[config.mk]
export PLATFORM = sky130hd
export DESIGN_NAME = video_stream_pack
export DESIGN_NICKNAME = d
export VERILOG_FILES = /design/src/rtl/video_stream_pack.sv
export SDC_FILE = /design/constraint.sdc
export NUM_CORES = 1
export LEC_CHECK = 0
export BUFFER_PORTS_ARGS = -buffer_cell sky130_fd_sc_hd__buf_2
export CORE_AREA = 2 2 178 180
export CTS_CLUSTER_SIZE = 10
export DETAILED_ROUTE_END_ITERATION = 8
export DIE_AREA = 0 0 180 182
export PLACE_DENSITY = 0.78
export SLEW_MARGIN = 0
export SYNTH_ARGS = -nofsm -noshare
export SYNTH_HDL_FRONTEND = slang
export SYNTH_SLANG_ARGS = --single-unit
[constraint.sdc]
create_clock -name cmos_pclk_i -period 11.85 [get_ports cmos_pclk_i]
set_input_delay 2.37 -clock cmos_pclk_i [delete_from_list [all_inputs] [get_ports cmos_pclk_i]]
set_output_delay 2.37 -clock cmos_pclk_i [all_outputs]
set_load 0.05 [all_outputs]
[src/rtl/video_stream_pack.sv]
// video_stream_pack
// Re-times the decoded OV5640 pixel stream (vs/hs/de/rgb) into an AXI4-Stream
// video master (tuser = start of frame, tlast = end of line) through a small
// first-word-fall-through FIFO. A FIFO overflow drops the rest of the frame and
// the block resynchronises at the next frame start.
//
// Optional feature: define VSP_STATS_EN to build the frame/line/pixel
// statistics counters. Without it frame_cnt_o, line_len_o and line_cnt_o are
// tied to zero; streaming and overflow behaviour are identical.

module video_stream_pack #(
  parameter int FIFO_AW = 4
) (
  input  logic        cmos_pclk_i,
  input  logic        rst_i,
  input  logic        vs_i,
  input  logic        hs_i,
  input  logic        de_i,
  input  logic [23:0] rgb_i,
  output logic [23:0] m_axis_tdata,
  output logic        m_axis_tvalid,
  input  logic        m_axis_tready,
  output logic        m_axis_tuser,
  output logic        m_axis_tlast,
  input  logic        ovf_clr_i,
  output logic        overflow_o,
  output logic [15:0] frame_cnt_o,
  output logic [11:0] line_len_o,
  output logic [11:0] line_cnt_o
);

  localparam int DEPTH  = 1 << FIFO_AW;
  localparam int WORD_W = 26;  // {tuser, tlast, data[23:0]}

  typedef enum logic [1:0] {
    IDLE,
    ACTIVE,
    DROP
  } state_t;

  state_t state, state_nxt;

  // Sync edge detection
  logic vs_d, hs_d;
  logic vs_rise, vs_fall, hs_fall, pix_valid;

  // One-pixel hold stage (tlast is only known once the line has ended)
  logic        hold_v;
  logic        hold_user;
  logic [23:0] hold_data;
  logic        sof_pend;

  // Push control
  logic accept;
  logic push_req;
  logic push_last;
  logic push_ok;
  logic ovf_set;

  // FIFO
  logic [WORD_W-1:0]  mem [DEPTH];
  logic [FIFO_AW-1:0] wr_ptr, rd_ptr;
  logic [FIFO_AW:0]   count;
  logic               full, empty, pop;
  logic [WORD_W-1:0]  rd_word;

  // Delay vs/hs by one cycle for edge detection.
  // NOTE: these delay flops are deliberately left out of reset: they keep
  // tracking the pins during reset, so releasing reset in the middle of a frame
  // cannot be mistaken for a vs rising edge.
  always_ff @(posedge cmos_pclk_i) begin
    vs_d <= vs_i;
    hs_d <= hs_i;
  end

  assign vs_rise   = vs_i & ~vs_d;
  assign vs_fall   = ~vs_i & vs_d;
  assign hs_fall   = ~hs_i & hs_d;
  assign pix_valid = vs_i & hs_i & de_i;

  assign full  = count[FIFO_AW];  // count never exceeds DEPTH
  assign empty = (count == '0);
  assign pop   = m_axis_tvalid & m_axis_tready;

  // Frame state register.
  always_ff @(posedge cmos_pclk_i) begin
    if (rst_i) state <= IDLE;
    else       state <= state_nxt;
  end

  // Next state, pixel acceptance and FIFO push requests.
  // NOTE: every signal written here gets a default first, so no path leaves a
  // value unassigned and no latch is inferred.
  always_comb begin
    state_nxt = state;
    accept    = 1'b0;
    push_req  = 1'b0;
    push_last = 1'b0;
    ovf_set   = 1'b0;

    case (state)
      IDLE:    if (vs_rise) state_nxt = ACTIVE;
      ACTIVE: begin
        accept = pix_valid;
        if (vs_fall) state_nxt = IDLE;
      end
      DROP:    if (vs_rise) state_nxt = ACTIVE;
      default: state_nxt = IDLE;
    endcase

    // A new pixel pushes the held one as a mid-line beat; a line or frame end
    // pushes it as the last beat of the line.
    if (hold_v) begin
      if (accept) begin
        push_req = 1'b1;
      end else if (hs_fall | vs_fall) begin
        push_req  = 1'b1;
        push_last = 1'b1;
      end
    end

    // A push into a full FIFO is refused even if a pop happens on this edge.
    ovf_set = push_req & full;
    if (ovf_set) state_nxt = DROP;
  end

  assign push_ok = push_req & ~full;

  // Hold register and pending start-of-frame flag.
  // NOTE: sequential state is only ever updated with non-blocking assignments
  // so every flop samples the pre-edge values of its peers.
  always_ff @(posedge cmos_pclk_i) begin
    if (rst_i) begin
      hold_v    <= 1'b0;
      hold_user <= 1'b0;
      hold_data <= '0;
      sof_pend  <= 1'b0;
    end else begin
      if (vs_rise & ~ovf_set)     sof_pend <= 1'b1;
      else if (accept & ~ovf_set) sof_pend <= 1'b0;

      if (ovf_set | vs_rise) begin
        // Overflow drops the held pixel; a new frame start discards a
        // pixel whose line never ended.
        hold_v <= 1'b0;
      end else if (accept) begin
        hold_v    <= 1'b1;
        hold_data <= rgb_i;
        hold_user <= sof_pend;
      end else if (push_req) begin
        hold_v <= 1'b0;
      end
    end
  end

  // FIFO storage write port.
  // NOTE: the storage array has no reset; only pointers and count are reset,
  // and the outputs are masked while the FIFO is empty.
  always_ff @(posedge cmos_pclk_i) begin
    if (push_ok) mem[wr_ptr] <= {hold_user, push_last, hold_data};
  end

  // FIFO pointers and occupancy.
  always_ff @(posedge cmos_pclk_i) begin
    if (rst_i) begin
      wr_ptr <= '0;
      rd_ptr <= '0;
      count  <= '0;
    end else begin
      if (push_ok) wr_ptr <= wr_ptr + 1'b1;
      if (pop)     rd_ptr <= rd_ptr + 1'b1;
      case ({push_ok, pop})
        2'b10:   count <= count + 1'b1;
        2'b01:   count <= count - 1'b1;
        default: count <= count;
      endcase
    end
  end

  // First-word-fall-through read side.
  assign rd_word       = mem[rd_ptr];
  assign m_axis_tvalid = ~empty;
  assign m_axis_tdata  = empty ? '0   : rd_word[23:0];
  assign m_axis_tlast  = empty ? 1'b0 : rd_word[24];
  assign m_axis_tuser  = empty ? 1'b0 : rd_word[25];

  // Sticky overflow flag; a new overflow wins over a clear on the same edge.
  always_ff @(posedge cmos_pclk_i) begin
    if (rst_i)          overflow_o <= 1'b0;
    else if (ovf_set)   overflow_o <= 1'b1;
    else if (ovf_clr_i) overflow_o <= 1'b0;
  end

`ifdef VSP_STATS_EN
  logic [11:0] pix_cnt;
  logic [11:0] line_acc, line_acc_nxt;

  function automatic logic [11:0] sat_inc(input logic [11:0] v);
    return (v == 12'hFFF) ? v : v + 12'd1;
  endfunction

  // Line count of the current frame, including an hs_fall on this edge.
  always_comb begin
    line_acc_nxt = line_acc;
    if (vs_rise)                         line_acc_nxt = '0;
    else if (hs_fall && state == ACTIVE) line_acc_nxt = sat_inc(line_acc);
  end

  // Pixel, line and frame statistics.
  always_ff @(posedge cmos_pclk_i) begin
    if (rst_i) begin
      pix_cnt     <= '0;
      line_acc    <= '0;
      line_len_o  <= '0;
      line_cnt_o  <= '0;
      frame_cnt_o <= '0;
    end else begin
      if (hs_fall) begin
        line_len_o <= pix_cnt;
        pix_cnt    <= '0;
      end else if (accept) begin
        pix_cnt <= sat_inc(pix_cnt);
      end

      line_acc <= line_acc_nxt;
      if (vs_fall) line_cnt_o <= line_acc_nxt;

      if (vs_rise) frame_cnt_o <= frame_cnt_o + 16'd1;
    end
  end
`else
  assign frame_cnt_o = '0;
  assign line_len_o  = '0;
  assign line_cnt_o  = '0;
`endif

endmodule

# Yosys cells after proc, flatten, opt, wreduce, memory -nomap -nowiden
# Memories as Yosys holds them, arrays and structs flattened. A register that Yosys moved wholly into a read port is not among the register bits.
# Cells that the tools add are included.
dict set report word_totals {
  mem_bits_rw 416
  register_bits 45
  output_inout_bits 68
  latch_bits 0
  memories 1
  romBits 0
}
dict set report classes {
  shifts 0
  multipliers 0
  reduce_logical 12
  add_sub_neg 4
  n_eq_ne 8
  bitwise_logic 19
  order_cmp 0
  muxes 24
  div 0
}
# name words width read_ports rd_clocked_by_memory_dff write_ports line
set mem_list {}
lappend mem_list {mem 16 26 1 1 1 61} ;# logic [WORD_W-1:0] mem [DEPTH];
# op count
set ops {}
lappend ops {{$mux W24} 1}
lappend ops {{$mux W1} 16}
lappend ops {{$and A1 B1 Y1} 10}
lappend ops {{$pmux W5 S2} 1}
lappend ops {{$add A4 B1 Y4 const B} 2}
lappend ops {{$mux W4} 2}
lappend ops {{$reduce_bool A2 Y1} 4}
lappend ops {{$not A1 Y1} 7}
lappend ops {{$mux W2} 3}
lappend ops {{$reduce_and A2 Y1} 3}
lappend ops {{$reduce_or A2 Y1} 3}
lappend ops {{$add A5 B1 Y5 const B} 1}
lappend ops {{$logic_not A5 Y1} 1}
lappend ops {{$sub A5 B1 Y5 const B} 1}
lappend ops {{$eq A2 B1 Y1 const B} 2}
lappend ops {{$eq A2 B2 Y1 const B} 2}
lappend ops {{$pmux W2 S2} 1}
lappend ops {{$ne A3 B1 Y1 const B} 1}
lappend ops {{$ne A3 B3 Y1 const B} 1}
lappend ops {{$logic_not A2 Y1} 1}
lappend ops {{$ne A2 B1 Y1 const B} 1}
lappend ops {{$ne A2 B2 Y1 const B} 1}
lappend ops {{$or A1 B1 Y1} 2}

# Logic depth before layout (Yosys ltp)
# Gate-level depths: netlist (run 1).
dict set report depth {
  ltp_word 11
  ltp_mapped 11
  depth_no_buf 10
}

# Worst setup path after synthesis (run 1)
# No wires, ideal clock.
dict set report synth_timing {
  path_kind {input-to-reg}
  from {input port vs_i}
  to {memory mem[3][0] (enable)}
  arrival_ns 4.893
  t_required_ns 11.408
  setup_time_ns 0.442
  path_slack_ns 6.515
  n_path_buf 0
  stages 4
  cell_sequence {and4b_1 a221o_1 nand3_1 nor3_1}
}
dict set report synth_via {
  elab_chain_cells 9
  elab_cells_between_ends 12
  classes_between {6 x mux; 6 x bitwise}
}
# element line
set synth_lines {}
lappend synth_lines {{start: declaration} 16} ;# input logic vs_i,
lappend synth_lines {{$not A1 Y1} 77} ;# assign vs_fall = ~vs_i & vs_d;
lappend synth_lines {{$and A1 B1 Y1} 77}
lappend synth_lines {{$or A1 B1 Y1} 116} ;# end else if (hs_fall | vs_fall) begin
lappend synth_lines {{$mux W1} 116}
lappend synth_lines {{$mux W1 (*)} 114} ;# if (accept) begin
lappend synth_lines {{$mux W1 (*)} 113} ;# if (hold_v) begin
lappend synth_lines {{$and A1 B1 Y1 (*)} 127} ;# assign push_ok = push_req & ~full;
lappend synth_lines {{$mux W1 (*)} 160} ;# if (push_ok) mem[wr_ptr] <= {hold_user, push_last, hold_data};
lappend synth_lines {{$mux W1 (implied by the code) (*)} 160}
lappend synth_lines {{end: declaration} 61}
# Every way passes the cells marked *; elsewhere a longest branch is shown, timed or not.

==> results of run 1 <==
==> kinds of logic (layout without fill, tap and decap cells) <==
| family | count (synthesis) | after routing |
|---|---|---|
| buffers and inverters | 94 | 172 |
| XOR/XNOR | 7 | 7 |
| adder cells (fa/ha/maj) | 8 | 8 |
| AND/OR/NAND/NOR | 126 | 126 |
| flip-flops | 465 | 465 |
| other | 1 | 41 |
| AO/OA/AOI/OAI | 54 | 54 |
| multiplexers | 160 | 160 |
==> cells in the mapped netlist (8+ instances only) <==
cell        n
ha_1        8
mux2_2     29
mux4_2    104
dfxtp_1    49
buf_4      40
nor2_1     51
buf_2      20
nand3_1    10
a221o_1    27
nand2b_1    8
a21oi_1     8
inv_1       8
clkbuf_1   15
edfxtp_1  416
mux2i_1    27
nor2b_1    32
==> metal layers <==
layer | share of wire (%) | vias to the layer above | wire length, µm
met2 | 50 | 348 | 18600
li1 | - | 3783 | -
met4 | 2.5 | 0 | 932
met5 | 0 | - | 0
met3 | 6.9 | 68 | 2556
met1 | 40 | 4629 | 14840
==> layout make-up <==
| cell class | instances | share of cell area, % |
|---|---|---|
| Antenna cell | 1 | 0.01229 |
| Clock buffer | 93 | 7.251 |
| Clock inverter | 1 | 0.02458 |
| Inverter | 8 | 0.1475 |
| Multi-Input combinational cell | 395 | 22.02 |
| Sequential cell | 465 | 66.21 |
| Tap cell | 402 | 2.470 |
| Timing Repair Buffer | 70 | 1.868 |
==> sequential cells by signal, summed over array words and instances, names as in the netlist, named ones only <==
signal,flops
hold_data,24
mem,416
hold_user,1
state,2
rd_ptr,4
hold_v,1
sof_pend,1
wr_ptr,4
hs_d,1
count,5
vs_d,1
overflow_o,1
==> power by group through the flow <==
| stage | combinational [W] | clock, W | sequential [W] |
|---|---|---|---|
| 3_5_place_dp | 0.00101 | 0 | 0.00187 |
| 5_1_grt | 0.00106 | 0.00150 | 0.00185 |
| 2_1_floorplan | 0.000857 | 0 | 0.00182 |
| 4_1_cts | 0.00102 | 0.00144 | 0.00184 |
| 6_report | 0.00101 | 0.00142 | 0.00184 |
| 3_3_place_gp | 0.00101 | 0 | 0.00187 |
==> per-stage QoR <==
stage	hold WS [ps]	cells	util, %	setup WS [ps]
2_1_floorplan	458.6	954	-	6515
3_3_place_gp	456.1	1340	60.92	6460
3_5_place_dp	478.2	1340	60.92	6477
4_1_cts	486.7	1434	65.71	5866
5_1_grt	532.3	1435	65.71	5731
6_report	483.2	1435	65.71	5966
==> worst paths after layout <==
path                                                end  slack [ps]  cells past startpoint
worst max-delay path                   m_axis_tdata[23]        5970                      5
worst min-delay path            overflow_o$_SDFFE_PP0P_         480                      2
worst max register to register    count[4]$_SDFFE_PP0P_        8580                     10
worst min register to register  overflow_o$_SDFFE_PP0P_         480                      2
==> worst max-delay path, delay by kind of cell, from the launching register on <==
kind	cells	cell delay, ps
flip-flops	1	940
AO/OA/AOI/OAI	1	360
multiplexers	1	580
buffers and inverters	2	900
AND/OR/NAND/NOR	1	150
==> results.md, run 1 <==
- Synth Warn #: 0
- Largest net degree at the start of global routing: 55
- Critical path cell sequence: buf_4 > mux4_2 > nor2b_1 > a221o_1 > buf_2
- CORE AREA: 30990 µm²
- Slowest stage cell, crit path: dfxtp_4
- Vias in the first global route: 9059
- Worst-path clk slew: 60 ps
- Chip Height: 182 µm
- Die area: 32760 µm²
- Combinational Power Share: 23.7%
- Detailed Place HPWL: 18.16 mm
- Setup TNS: 0 ps
- Async set-reset flop share out of synthesis: 0%
- Postcts setup bufs: 0
- Most used routing layer: met2
- Hold WC Path Type: flip-flop to flip-flop
- Simple-gate share of the synthesized area: 3.604%
- Vias: 8828
- Crit path largest cell delay: 940 ps
- Final WL: 36.93 mm
- DRC viols: 0
- Fraction of layout cells with a size suffix above 1: 27.23%
- Largest family of logic cells by synthesized area: multiplexers
- Setup Skew: 11.58 ps
- I/O Pins: between 90 and 100
- Met1 Usage GRT: about a third
- Global route total overflow: 0
- FF+latch area: between 10000 and 15000 µm²
- Most common cell after layout, fill and taps aside: edfxtp_1
- Leakage: 5.951 nW
- Top cells by area, synth: edfxtp_1 (68%), mux4_2 (13%), dfxtp_1 (5.4%), mux2_2 (1.8%), buf_4 (1.6%)
- Most frequent cells in the layout: edfxtp_1 (416), mux4_2 (104), buf_2 (58)
- CP startpoint kind: flip-flop
- Final GP Congestion: 0.7095
- First-pass GRT wire length: between 50 and 60 mm
- Synthesized area: ~18000 µm²
- CTS Buffer Depth: 3
- Fillers: roughly 2000
- Critical Path AT: 3510 ps
- Fin crit share: 49.66%
- Design area: 20360 µm²
- Setup Viol. Count Final: 0
- Post-layout min period: roughly 5900 ps
- F_max: approximately 170 MHz
- Root Driver: clkbuf_16
- Reg-to-reg startpoint: count[1]$_SDFFE_PP0P_
- Main flop type after synthesis: edfxtp_1
- CP Class: flip-flop to primary output
- Met2 GRT Util: between 30% and 40%
- Latest clock arrival within the worst-skew pair: between 500 and 600 ps
- Final Max Slew Viols: 0
- Cell internal pwr: between 0.002 and 0.003 W
- Area post-placement: 18880 µm²
- Yosys reg bits: 465
- Avg WL per Cell: around 26 µm
- Slew HR: 21.77%
- CP required: 9480 ps
- CTS buffer count: 52
- Initial antenna violation count: 1
- Compound-Gate Fraction of Synth Area: roughly 2.5%
- Status: completed
- Vias per cell: 6.152
- Rows: 65
- CTS H-tree lvls: 2
- VDD IR-drop max: 133.3 µV
- CTS tree: yes
- Post-synth top area share: 68.41%
- Area grow syn2layout: 11.51%
- Worst-Margin Slew: 1171 ps
- Sequential fraction of the synthesis area: 73.78%
- P_sw: 0.001329 W
- Number of synthesized flops with an enable pin: 416
- Mapped Cells: 915
- Yosys top cell by area: edfxtp_1
- Clk sinks: 465
- Total GRT Usage: between 20 and 25%
- 1st-iter DRT viols: roughly 960
- Total power: 0.004273 W
- Clock network fraction of total power: 33.3%
- Mux contribution to synthesized area: 16.10%
- Crit-path max FO: 46
- Hold Buf Count CTS: 0
- RSZ-0062 raised after global routing: false
- Final nets: between 1000 and 1500
- Die width: 180 µm
- Netlist cell types: between 40 and 50
- Syn_area_per_cell: 19.96 µm²
- Max_cap viols: 0
- Met3 Usage GRT: 3.430%
- Multi-input gate area: between 4000 and 5000 µm²
- Sequential fraction of design power: a little over two fifths
- First-pass DRT Iterations: 5
- Switching share of power: 31.11%
- Initial Util: 58.93%
- Port bufs: 58
- Crit. End Element: primary output
- Final Hold Viols: 0
- Power Density: 209.9 nW/µm²
- Detail Route Antenna Nets: 0
- Post-synthesis adder-cell area fraction: 0.5482%
- Post-Synth XOR/XNOR Area: 0.3358%
- Hold Crit Start: overflow_o$_SDFFE_PP0P_
- Cts repair resizes: 0
Power figures use the tool's default switching activity.
==> run 2: changes to the inputs <==
clock period = 5.85 ns   (was 11.85 ns; I/O delays follow)
==> run 2 against run 1 <==
Against the previous run: cell area increased by 0.23%; flip-flop and latch count stayed put; core utilization grew 0.15 points; hold slack got worse by 5.7 ps; global-route usage decreased by 0.067 points; clock power grew 100%; sequential share of layout area shrank 0.15 points; sequential power increased by 100%; die area unchanged.
==> results.md, run 2 (synthesis results as in run 1) <==
- Status: completed (unchanged)
- Cell internal pwr: 0.005982 W (was 0.002944 W)
- Port bufs: 58 (unchanged)
- Initial antenna violation count: 0 (was 1)
- First-pass DRT Iterations: 5 (unchanged)
- Most frequent cells in the layout: edfxtp_1 (416), mux4_2 (104), buf_2 (58) (unchanged)
- Crit-path max FO: 26 (was 46)
- Sequential fraction of design power: 42.9% (was 43.0%)
- Combinational Power Share: 23.6% (was 23.7%)
- Die area: 32760 µm² (unchanged)
- Leakage: 5.966 nW (was 5.951 nW)
- Reg-to-reg startpoint: count[0]$_SDFFE_PP0P_ (was count[1]$_SDFFE_PP0P_)
- Hold_ws: 477.5 ps (was 483.2 ps)
- DRC viols: 0 (unchanged)
- Met1 Usage GRT: 31.74% (was 31.78%)
- RSZ-0062 raised after global routing: false (unchanged)
- CTS tree: yes (unchanged)
- Crit. End Element: primary output (unchanged)
- Chip Height: 182 µm (unchanged)
- Root Driver: clkbuf_16 (unchanged)
- Final Hold Viols: 0 (unchanged)
- CP startpoint kind: flip-flop (unchanged)
- Max FFs per register: 416 (unchanged)
- Ant. Diodes: 0 (was 1)
- First-pass GRT wire length: 55.65 mm (was 55.51 mm)
- Initial Util: 58.93% (unchanged)
- Switching share of power: 31.04% (was 31.11%)
- Met3 Usage GRT: 4.172% (was 3.430%)
- Fin crit share: 74.96%
- Area grow syn2layout: 11.76% (was 11.51%)
- CP required: 4680 ps (was 9480 ps)
- Rows: 65 (unchanged)
- Most used routing layer: met2 (unchanged)
- Vias per cell: 6.122 (was 6.152)
- Final nets: 1031 (unchanged)
- Most common cell after layout, fill and taps aside: edfxtp_1 (unchanged)
- Max_cap viols: 0 (unchanged)
- Postcts setup bufs: 0 (unchanged)
- Global route total overflow: 0 (unchanged)
- Worst-path clk slew: 50 ps (was 60 ps)
- Critical Path AT: 3220 ps (was 3510 ps)
- Clock network fraction of total power: 33.5% (was 33.3%)
- 1st-iter DRT viols: 936 (was 964)
- I/O Pins: 99 (unchanged)
- Setup Viol. Count Final: 0 (unchanged)
- Met2 GRT Util: 38.02% (was 38.34%)
- CTS buffer count: 52 (unchanged)
- Vias in the first global route: 8968 (was 9059)
- Die width: 180 µm (unchanged)
- Slew HR: 10.06% (was 21.77%)
- Vias: 8803 (was 8828)
- Worst-Margin Slew: 1345 ps (was 1171 ps)
- Post-layout min period: roughly 4400 ps
- Final WL: 36.71 mm (was 36.93 mm)
- Power Density: 425.1 nW/µm² (was 209.9 nW/µm²)
- Largest net degree at the start of global routing: 49 (was 55)
- Total GRT Usage: 22.92% (was 22.99%)
- Setup Skew: 16.09 ps (was 11.58 ps)
- Detailed Place HPWL: 18.26 mm (was 18.16 mm)
- Setup TNS: 0 ps (unchanged)
- Final Max Slew Viols: 0 (unchanged)
- CTS Buffer Depth: 3 (unchanged)
- Latest clock arrival within the worst-skew pair: 560 ps (was 550 ps)
- Detail Route Antenna Nets: 0 (unchanged)
- CORE AREA: 30990 µm² (unchanged)
- Largest regs: mem (416), hold_data (24), count (5) (unchanged)
- VDD IR-drop max: 320.4 µV (was 133.3 µV)
- CP Class: flip-flop to primary output (unchanged)
- Final GP Congestion: 0.7784 (was 0.7095)
- Top reg by flops: mem (unchanged)
- F_max: 228.0 MHz
- CTS H-tree lvls: 2 (unchanged)
- Hold Buf Count CTS: 0 (unchanged)
- P_sw: 0.002693 W (was 0.001329 W)
- FF-to-FF setup slack: 2610 ps (was 8580 ps)
- Clk sinks: 465 (unchanged)
- Hold Crit Start: overflow_o$_SDFFE_PP0P_ (unchanged)
- Avg WL per Cell: 25.53 µm (was 25.73 µm)
- Fraction of layout cells with a size suffix above 1: 27.22% (was 27.23%)
- Setup crit start: count[0]$_SDFFE_PP0P_
- Cts repair resizes: 0 (unchanged)
- Hold WC Path Type: flip-flop to flip-flop (unchanged)
-- run 2: changes by cell type in the layout (fill, tap and decap cells not counted) --
cell	previous run	this run
clkinv_2	1	0
buf_4	12	10
clkbuf_1	40	42
clkinv_1	0	1
buf_12	0	2
inv_6	0	2
diode_2	1	0
-- run 2: worst paths after layout --
kind	end	depth (start not counted)
min	overflow_o$_SDFFE_PP0P_	2
min reg2reg	overflow_o$_SDFFE_PP0P_	2
max reg2reg	count[4]$_SDFFE_PP0P_	10
max	m_axis_tdata[23]	5
-- run 2: cell type report --
type,count,area [µm²]
timing repair buffer,70,405.4
multi-input combinational,395,4483
sequential,465,13480
clock buffer,95,1484
inverter,8,30.03
fill,1960,10580
clock inverter,3,21.27
tap,402,503.0
-- run 2: routing by layer --
metal | share of wire (%) | up-vias
met5 | 0 | -
met4 | 2.3 | 0
met3 | 7.7 | 59
met2 | 50 | 390
met1 | 40 | 4567
li1 | - | 3787
-- run 2: power by group through the flow --
stage	registers (W)	clock network, W	logic [W]
detailed placement	0.00379	0	0.00205
floorplan	0.00369	0	0.00174
CTS	0.00373	0.00294	0.00206
finish	0.00372	0.00291	0.00205
global placement	0.00379	0	0.00204
global route	0.00374	0.00308	0.00214
-- run 2: stage by stage --
stage	area [µm²]	setup WS, ps	total power (W)	cells	util (%)
floorplan	18410	1715	0.005428	954	-
global placement	18900	1932	0.005835	1340	61.01
detailed placement	18900	1894	0.005846	1340	61.01
CTS	20410	1409	0.008730	1438	65.86
global route	20410	1321	0.008960	1438	65.86
finish	20410	1465	0.008675	1438	65.86
-- run 2: worst max-delay path, stage by stage, from the launching register on --
cell,delay [ps]
dfxtp_1,350
or4_4,610
o211ai_4,960
nor2b_1,130
a221o_1,370
buf_2,240
